### src/rtl/core_pkg.sv
// Shared core definitions: datapath width, branch funct3 encodings, writeback select encodings.
package core_pkg;

   localparam int XLEN = 32;

   typedef enum logic [2:0] {
      F3_BEQ  = 3'b000,
      F3_BNE  = 3'b001,
      F3_BLT  = 3'b100,
      F3_BGE  = 3'b101,
      F3_BLTU = 3'b110,
      F3_BGEU = 3'b111
   } br_f3_e;

   typedef enum logic [1:0] {
      RES_ALU = 2'b00,
      RES_MEM = 2'b01,
      RES_PC4 = 2'b10
   } result_src_e;

endpackage

### src/rtl/branch_cond.sv
// Branch condition evaluation from ALU flags; purely combinational, no flow control.
// Unsigned less-than is derived from a local 33-bit subtract rather than the ALU carry.
module branch_cond
   import core_pkg::*;
#(
   parameter int W = XLEN
) (
   input  logic [2:0]   funct3,
   input  logic         zero,
   input  logic         negative,
   input  logic         overflow,
   input  logic [W-1:0] src_a,
   input  logic [W-1:0] src_b,
   output logic         cond
);

   logic [W:0] diff;
   logic       ltu;
   logic       lt;
   logic       unused_diff_lo;

   assign diff           = {1'b0, src_a} - {1'b0, src_b};
   assign ltu            = diff[W];
   assign lt             = negative ^ overflow;
   // Only the borrow out of the subtract carries meaning here.
   assign unused_diff_lo = ^diff[W-1:0];

   always_comb begin
      cond = 1'b0;
      case (funct3)
         F3_BEQ:  cond = zero;
         F3_BNE:  cond = ~zero;
         F3_BLT:  cond = lt;
         F3_BGE:  cond = ~lt;
         F3_BLTU: cond = ltu;
         F3_BGEU: cond = ~ltu;
         default: cond = 1'b0;
      endcase
   end

endmodule

### src/rtl/ex_mem_stage.sv
// EX branch/jump redirect (same cycle) and EX/MEM register (1 clk); StallM holds MEM, FlushM bubbles it.
// Redirect counter keeps running under StallM because EX itself is not stalled by it.
module ex_mem_stage
   import core_pkg::*;
#(
   parameter int XLEN  = core_pkg::XLEN,
   parameter int CNT_W = 32
) (
   input  logic             clk,
   input  logic             rst,
   input  logic             ValidE,
   input  logic [XLEN-1:0]  ALUResultE,
   input  logic             ZeroE,
   input  logic             NegativeE,
   input  logic             OverFlowE,
   input  logic [XLEN-1:0]  SrcAE,
   input  logic [XLEN-1:0]  SrcBE,
   input  logic [XLEN-1:0]  WriteDataE,
   input  logic [4:0]       RdE,
   input  logic [XLEN-1:0]  PCPlus4E,
   input  logic [XLEN-1:0]  PCTargetE,
   input  logic [2:0]       funct3E,
   input  logic             BranchE,
   input  logic             JumpE,
   input  logic             RegWriteE,
   input  logic             MemWriteE,
   input  logic [1:0]       ResultSrcE,
   input  logic             StallM,
   input  logic             FlushM,
   output logic             PCSrcE,
   output logic             MisalignE,
   output logic             ValidM,
   output logic             RegWriteM,
   output logic             MemWriteM,
   output logic [1:0]       ResultSrcM,
   output logic [XLEN-1:0]  ALUResultM,
   output logic [XLEN-1:0]  WriteDataM,
   output logic [XLEN-1:0]  PCPlus4M,
   output logic [4:0]       RdM,
   output logic             MisalignM,
   output logic [CNT_W-1:0] TakenCnt
);

   logic            cond;
   logic            take;
   logic            unused_tgt_hi;

   logic            valid_d, valid_q;
   logic            reg_write_d, reg_write_q;
   logic            mem_write_d, mem_write_q;
   logic            misalign_d, misalign_q;
   logic [1:0]      result_src_d, result_src_q;
   logic [XLEN-1:0] alu_result_d, alu_result_q;
   logic [XLEN-1:0] write_data_d, write_data_q;
   logic [XLEN-1:0] pc_plus4_d, pc_plus4_q;
   logic [4:0]      rd_d, rd_q;
   logic [CNT_W-1:0] cnt_d, cnt_q;

   branch_cond #(.W(XLEN)) u_branch_cond (
      .funct3   (funct3E),
      .zero     (ZeroE),
      .negative (NegativeE),
      .overflow (OverFlowE),
      .src_a    (SrcAE),
      .src_b    (SrcBE),
      .cond     (cond)
   );

   assign take      = ValidE & (JumpE | (BranchE & cond));
   assign MisalignE = take & (PCTargetE[1:0] != 2'b00);
   assign PCSrcE    = take & ~MisalignE;
   // The full target goes straight to fetch; only the low bits are inspected here.
   assign unused_tgt_hi = ^PCTargetE[XLEN-1:2];

   always_comb begin
      valid_d      = valid_q;
      reg_write_d  = reg_write_q;
      mem_write_d  = mem_write_q;
      misalign_d   = misalign_q;
      result_src_d = result_src_q;
      alu_result_d = alu_result_q;
      write_data_d = write_data_q;
      pc_plus4_d   = pc_plus4_q;
      rd_d         = rd_q;

      if (FlushM) begin
         valid_d      = 1'b0;
         reg_write_d  = 1'b0;
         mem_write_d  = 1'b0;
         misalign_d   = 1'b0;
         result_src_d = 2'b00;
         alu_result_d = '0;
         write_data_d = '0;
         pc_plus4_d   = '0;
         rd_d         = '0;
      end else if (!StallM) begin
         valid_d      = ValidE & ~MisalignE;
         reg_write_d  = RegWriteE & ValidE & ~MisalignE;
         mem_write_d  = MemWriteE & ValidE & ~MisalignE;
         misalign_d   = MisalignE;
         result_src_d = ResultSrcE;
         alu_result_d = ALUResultE;
         write_data_d = WriteDataE;
         pc_plus4_d   = PCPlus4E;
         rd_d         = RdE;
      end

      cnt_d = cnt_q;
      if (PCSrcE && (cnt_q != {CNT_W{1'b1}})) begin
         cnt_d = cnt_q + CNT_W'(1);
      end
   end

   always_ff @(posedge clk) begin
      if (!rst) begin
         valid_q      <= 1'b0;
         reg_write_q  <= 1'b0;
         mem_write_q  <= 1'b0;
         misalign_q   <= 1'b0;
         result_src_q <= 2'b00;
         alu_result_q <= '0;
         write_data_q <= '0;
         pc_plus4_q   <= '0;
         rd_q         <= '0;
         cnt_q        <= '0;
      end else begin
         valid_q      <= valid_d;
         reg_write_q  <= reg_write_d;
         mem_write_q  <= mem_write_d;
         misalign_q   <= misalign_d;
         result_src_q <= result_src_d;
         alu_result_q <= alu_result_d;
         write_data_q <= write_data_d;
         pc_plus4_q   <= pc_plus4_d;
         rd_q         <= rd_d;
         cnt_q        <= cnt_d;
      end
   end

   assign ValidM     = valid_q;
   assign RegWriteM  = reg_write_q;
   assign MemWriteM  = mem_write_q;
   assign MisalignM  = misalign_q;
   assign ResultSrcM = result_src_q;
   assign ALUResultM = alu_result_q;
   assign WriteDataM = write_data_q;
   assign PCPlus4M   = pc_plus4_q;
   assign RdM        = rd_q;
   assign TakenCnt   = cnt_q;

endmodule
### config.mk
export PLATFORM = sky130hd
export DESIGN_NAME = ex_mem_stage
export DESIGN_NICKNAME = d
export VERILOG_FILES = /design/src/rtl/core_pkg.sv /design/src/rtl/branch_cond.sv /design/src/rtl/ex_mem_stage.sv
export SDC_FILE = /design/constraint.sdc
export NUM_CORES = 1
export LEC_CHECK = 0
export ABC_AREA = 1
export CORE_AREA = 2 2 139 141
export CTS_BUF_LIST = sky130_fd_sc_hd__clkbuf_4
export CTS_CLUSTER_SIZE = 16
export DETAILED_ROUTE_END_ITERATION = 10
export DIE_AREA = 0 0 141 143
export HOLD_SLACK_MARGIN = 0.06
export PLACE_DENSITY = 0.79
export SYNTH_ARGS = -nofsm -noshare
export SYNTH_HDL_FRONTEND = slang
export SYNTH_SLANG_ARGS = --single-unit
### constraint.sdc
create_clock -name clk -period 4.4 [get_ports clk]
set_clock_uncertainty 0.15 [all_clocks]
set_input_delay 0.66 -clock clk [delete_from_list [all_inputs] [get_ports clk]]
set_output_delay 0.66 -clock clk [all_outputs]
set_load 0.05 [all_outputs]
After elaboration in Yosys (flattened, before gate mapping)
Index checks and enable logic that the tools add are counted.
W data, S select, Z words.
{"block": "totals", "ff_bits": 139, "latch_bits": 0, "ramBits": 0, "romBits": 0, "out_inout_bits": 141, "elab_cells": 39, "n_memories": 0}
{"block": "op_classes", "add_sub_neg": 2, "n_mul": 0, "div_mod_pow": 0, "n_lt_le_gt_ge": 0, "n_eq_ne": 6, "shift": 0, "muxes": 1, "bitwise_logic": 16, "n_reduce_logical": 4}
{"op": "$sub A32 B32 Y33", "n": 1}
{"op": "$add A32 B1 Y32 const B", "n": 1}
{"op": "$ne A32 B32 Y1 const B", "n": 1}
{"op": "$eq A3 B3 Y1 const B", "n": 4}
{"op": "$and A1 B1 Y1", "n": 9}
{"op": "$pmux W1 S6", "n": 1}
{"op": "$not A1 Y1", "n": 5}
{"op": "$eq A3 B1 Y1 const B", "n": 1}
{"op": "$logic_not A3 Y1", "n": 1}
{"op": "$reduce_bool A2 Y1", "n": 1}
{"op": "$reduce_or A2 Y1", "n": 1}
{"op": "$logic_and A1 B1 Y1", "n": 1}
{"op": "$or A1 B1 Y1", "n": 1}
{"op": "$xor A1 B1 Y1", "n": 1}

Depth between registers and ports, before layout
{"block": "depth", "depth_word": 10, "ltp_mapped": 21, "depth_no_buf": 20}

Modules after synthesis
A second synthesis with hierarchy kept.
{"block": "hier_totals", "cells_unflattened": 962, "hier_area_um2": 6607.6}
{"module": "ex_mem_stage", "instances": 1, "cells_per_inst": 817, "area_per_inst_um2": 5694.2, "seq_area_each_um2": 2782.7}
{"module": "branch_cond", "instances": 1, "cells_per_inst": 145, "area_per_inst_um2": 913.4, "seq_area_each_um2": 0.0}

Least setup slack after synthesis
Ideal clock, no wire load.
{"block": "synth_timing", "path_kind": "input-to-output", "startpoint": "input port SrcBE[5]", "endpoint": "output port PCSrcE", "arrival_ps": 2640, "required_ps": 3590, "slack_ps": 950, "path_stages": 16, "path_buffers": 1, "path_cell_list": "inv_1 -> ha_1 -> a21oi_1 -> nor2_1 -> nor3_1 -> nand2_1 -> nand2_1 -> nand2_1 -> nand2_1 -> nand3_1 -> nand3_1 -> nand2_1 -> nand2_4 -> buf_4 -> nand2_1 -> nor2_1"}
{"block": "synth_via", "elab_chain_cells": 9}
{"item": "start: declaration", "line_no": "ex_mem_stage.sv:17", "rtl": "input logic [XLEN-1:0] SrcBE,"}
{"item": "$sub A32 B32 Y33 (*)", "line_no": "branch_cond.sv:22", "rtl": "assign diff = {1'b0, src_a} - {1'b0, src_b};"}
{"item": "$not A1 Y1", "line_no": "branch_cond.sv:36", "rtl": "F3_BGEU: cond = ~ltu;"}
{"item": "$pmux W1 S6 (*)", "line_no": "branch_cond.sv:30", "rtl": "case (funct3)"}
{"item": "$and A1 B1 Y1 (*)", "line_no": "ex_mem_stage.sv:69", "rtl": "assign take = ValidE & (JumpE | (BranchE & cond));"}
{"item": "$or A1 B1 Y1 (*)", "line_no": "ex_mem_stage.sv:69"}
{"item": "$and A1 B1 Y1 (*)", "line_no": "ex_mem_stage.sv:69"}
{"item": "$and A1 B1 Y1", "line_no": "ex_mem_stage.sv:70", "rtl": "assign MisalignE = take & (PCTargetE[1:0] != 2'b00);"}
{"item": "$not A1 Y1", "line_no": "ex_mem_stage.sv:71", "rtl": "assign PCSrcE = take & ~MisalignE;"}
{"item": "$and A1 B1 Y1 (*)", "line_no": "ex_mem_stage.sv:71"}
{"item": "end: declaration", "line_no": "ex_mem_stage.sv:30", "rtl": "output logic PCSrcE,"}
Every way passes the cells marked *; elsewhere a longest branch is shown, timed or not.

Final worst setup path
{"block": "layout_timing", "startpoint": "input port SrcBE[19]", "endpoint": "output port MisalignE"}
{"block": "layout_via", "elab_chain_cells": 7}
{"item": "$sub A32 B32 Y33 (*)", "line_no": "branch_cond.sv:22"}
{"item": "$not A1 Y1", "line_no": "branch_cond.sv:36"}
{"item": "$pmux W1 S6 (*)", "line_no": "branch_cond.sv:30"}
{"item": "$and A1 B1 Y1 (*)", "line_no": "ex_mem_stage.sv:69"}
{"item": "$or A1 B1 Y1 (*)", "line_no": "ex_mem_stage.sv:69"}
{"item": "$and A1 B1 Y1 (*)", "line_no": "ex_mem_stage.sv:69"}
{"item": "$and A1 B1 Y1 (*)", "line_no": "ex_mem_stage.sv:70"}
{"item": "end: declaration", "line_no": "ex_mem_stage.sv:31", "rtl": "output logic MisalignE,"}
Marked as above.

==> results.json <==
{
  "drive_gt1_share_pct": 5.44,
  "hold_path_class": "reg -> reg",
  "clock_sinks": 139,
  "startpoint": "SrcBE[19]",
  "cts_inserted_buffers": 17,
  "worstRegToRegCells": 12,
  "num_io_pins": 355,
  "routed_wl_microns": 21600,
  "r2r_end": "TakenCnt[27]",
  "hpwlAfterDp_microns": 15900,
  "slew_violations": 0,
  "grt_pass1_wl_microns": 33200,
  "coreArea_sq_um": 18600,
  "maxSlewHeadroom_pct": 26.6,
  "start_util_pct": 36.5,
  "grt_overflow_total": 0,
  "rrSetupSlack_ns": 2.01,
  "nFillCells": 1718,
  "clk_pin_slew_ns": 0.11,
  "grt_usage_pct": 20.6,
  "port_buffers": 324,
  "p_int_mw": 1.98,
  "fmax_mhz": 272,
  "worstSetupPathType": "in -> out",
  "wl_per_cell_microns": 14.2,
  "wl_met3_microns": 1880,
  "syn_nets": 1213,
  "ctsResizeCount": 0,
  "seqPwrFrac_pct": 46.2,
  "clock_latency_ns": 0.55,
  "antenna_found_initial": 0,
  "tns_ns": 0,
  "viasPerCell": 4.76,
  "highest-signal-layer": "met4",
  "worstPathMaxFanout": 3,
  "rsz0062_at_grt": "false",
  "most-common-layout-cells": "321 x clkdlybuf4s50_1, 310 x nand2_1, 139 x dfxtp_1",
  "postLayoutCoreUtil_pct": 56.7,
  "syn_inst": 967,
  "cp.required_ns": 3.59,
  "postCtsSetupBuffers": 0,
  "setup_viol": 0,
  "max_slew.worst_pin.slew_ns": 1.10,
  "grt_max_degree": 107,
  "antennaDiodeCount": 0,
  "drt-met1-wl_microns": 8680,
  "p_clk_share_pct": 33.4,
  "cp.arrival_ns": 2.86,
  "synth_area_sq_um": 6790,
  "cap_violations": 0,
  "dr.pass1.iters": 5,
  "timing.final.crit_share_pct": 83.4,
  "reg2reg_from": "TakenCnt[1]",
  "postSynthAreaPerCell_sq_um": 7.02,
  "root_buffer": "clkbuf_4",
  "endpoint_kind": "primary output",
  "die-height_microns": 143,
  "area_growth_pct": 55.3,
  "startpoint_type": "primary input",
  "synth_warnings": 0,
  "grt_pass1_vias": 6726,
  "place_congestion": 0.875,
  "num_vias": 7241,
  "drt-initial-drc-count": 394,
  "hold_violations": 0,
  "tritoncts": "built",
  "ir_drop_mv": 0.241,
  "crit_end": "MisalignE",
  "met2WireLength_microns": 10400,
  "synth_cell_types": 34,
  "fp-row-count": 50,
  "mostFrequentLayoutCell": "clkdlybuf4s50_1",
  "status": "completed",
  "htree_levels": 4,
  "drtAntennaViolNets": 0,
  "postCtsHoldBufs": 0,
  "final.min_clock_period_ns": 3.67,
  "yosysSeqAreaShare_pct": 41.0,
  "power_leakage_nw": 4.35,
  "synth_seq_cells": 139,
  "switching_share_pct": 30.3,
  "drc_errors": 0,
  "chipWidth_microns": 141,
  "comb_power_share_pct": 20.4,
  "nNetsFinal": 1519,
  "die_area_sq_um": 20200,
  "cellPowerDensity_nw_per_um2": 269,
  "cts_buffer_depth": 2,
  "power.switching_mw": 0.860
}
==> power groups by stage <==
stage | clock network, mW | registers (mW) | logic, mW
finish | 0.948 | 1.31 | 0.579
global placement | 0 | 1.34 | 0.573
global route | 1.02 | 1.32 | 0.626
detailed placement | 0 | 1.34 | 0.580
floorplan | 0 | 1.45 | 0.179
CTS | 0.978 | 1.31 | 0.582
==> how the worst min path moves through the flow <==
stage / startpoint / endpoint / slack, ns / cells past startpoint
finish: ALUResultM[20] / ALUResultM[20] / 0.32 / 2
global placement: WriteDataM[22] / WriteDataM[22] / 0.29 / 2
detailed placement: PCPlus4M[30] / PCPlus4M[30] / 0.30 / 2
CTS: PCPlus4M[17] / PCPlus4M[17] / 0.32 / 2
global route: WriteDataM[17] / WriteDataM[17] / 0.34 / 2
floorplan: WriteDataM[22] / WriteDataM[22] / 0.53 / 2
==> cells in the mapped netlist (all sizes together) <==
master | number | area [sq um]
nand4 | 38 | 302
or2 | 2 | 12.5
nor2 | 71 | 302
o21a | 1 | 7.51
o21ai | 7 | 35.0
o211ai | 2 | 15.0
nand3 | 13 | 87.6
a21oi | 123 | 616
nand2 | 312 | 1180
buf | 4 | 33.8
xor2 | 3 | 26.3
o21bai | 26 | 195
a311oi | 1 | 8.76
clkinv | 2 | 7.51
dfxtp | 139 | 2780
a31oi | 1 | 6.26
inv | 129 | 484
clkbuf | 40 | 150
nor3 | 13 | 85.1
nor4 | 7 | 43.8
xnor2 | 1 | 8.76
ha | 32 | 400
==> state kept, by name, summed over array words and instances, names as in the netlist <==
name,cells
WriteDataM,32
RegWriteM,1
ResultSrcM,2
ALUResultM,32
TakenCnt,32
RdM,5
MisalignM,1
PCPlus4M,32
ValidM,1
MemWriteM,1
==> kinds of logic after synthesis <==
group / count (synthesis) / share of synthesized area [%]
flops: 139 / 41.0
xor+xnor: 4 / 0.516
simple gates: 456 / 29.6
compound gates: 161 / 13.0
buf+inv: 175 / 9.95
fa+ha+maj: 32 / 5.90
==> stage by stage <==
step                setup slack (ns)  cells  power (mW)  cell area (sq um)  hold WS [ns]
global placement               0.703   1488        1.91              10200         0.291
global route                   0.442   1520        2.96              10500         0.337
CTS                            0.691   1520        2.87              10500         0.323
finish                         0.729   1520        2.84              10500         0.317
floorplan                      0.950    967        1.63               6790         0.525
detailed placement             0.696   1488        1.92              10200         0.304
==> metal layers <==
layer | track usage (%) | vias to the layer above
met5 | 0 | -
met4 | 9.05 | 0
li1 | - | 3687
met1 | 23.6 | 3210
met3 | 6.98 | 43
met2 | 35.0 | 301
==> critical path, cell delays in order <==
cell and delay, ns:
clkdlybuf4s50_1 0.45, inv_1 0.04, ha_1 0.31, a21oi_1 0.16
o21ai_0 0.13, nand2_1 0.08, a21oi_1 0.05, nor2_1 0.15
nand3_1 0.09, nand3_1 0.08, nand2_1 0.08, nand2_4 0.09
nand3_1 0.18, inv_1 0.16, buf_12 0.14
==> layout make-up <==
cell class | count | area, sq um | share of cell area (%)
Sequential cell | 139 | 2780 | 26.4
Tap cell | 234 | 293 | 2.78
Inverter | 131 | 492 | 4.66
Multi-Input combinational cell | 653 | 3330 | 31.6
Timing Repair Buffer | 331 | 3330 | 31.5
Clock buffer | 18 | 135 | 1.28
Clock inverter | 14 | 184 | 1.74
Note: power is estimated with default switching activity, not from simulation.
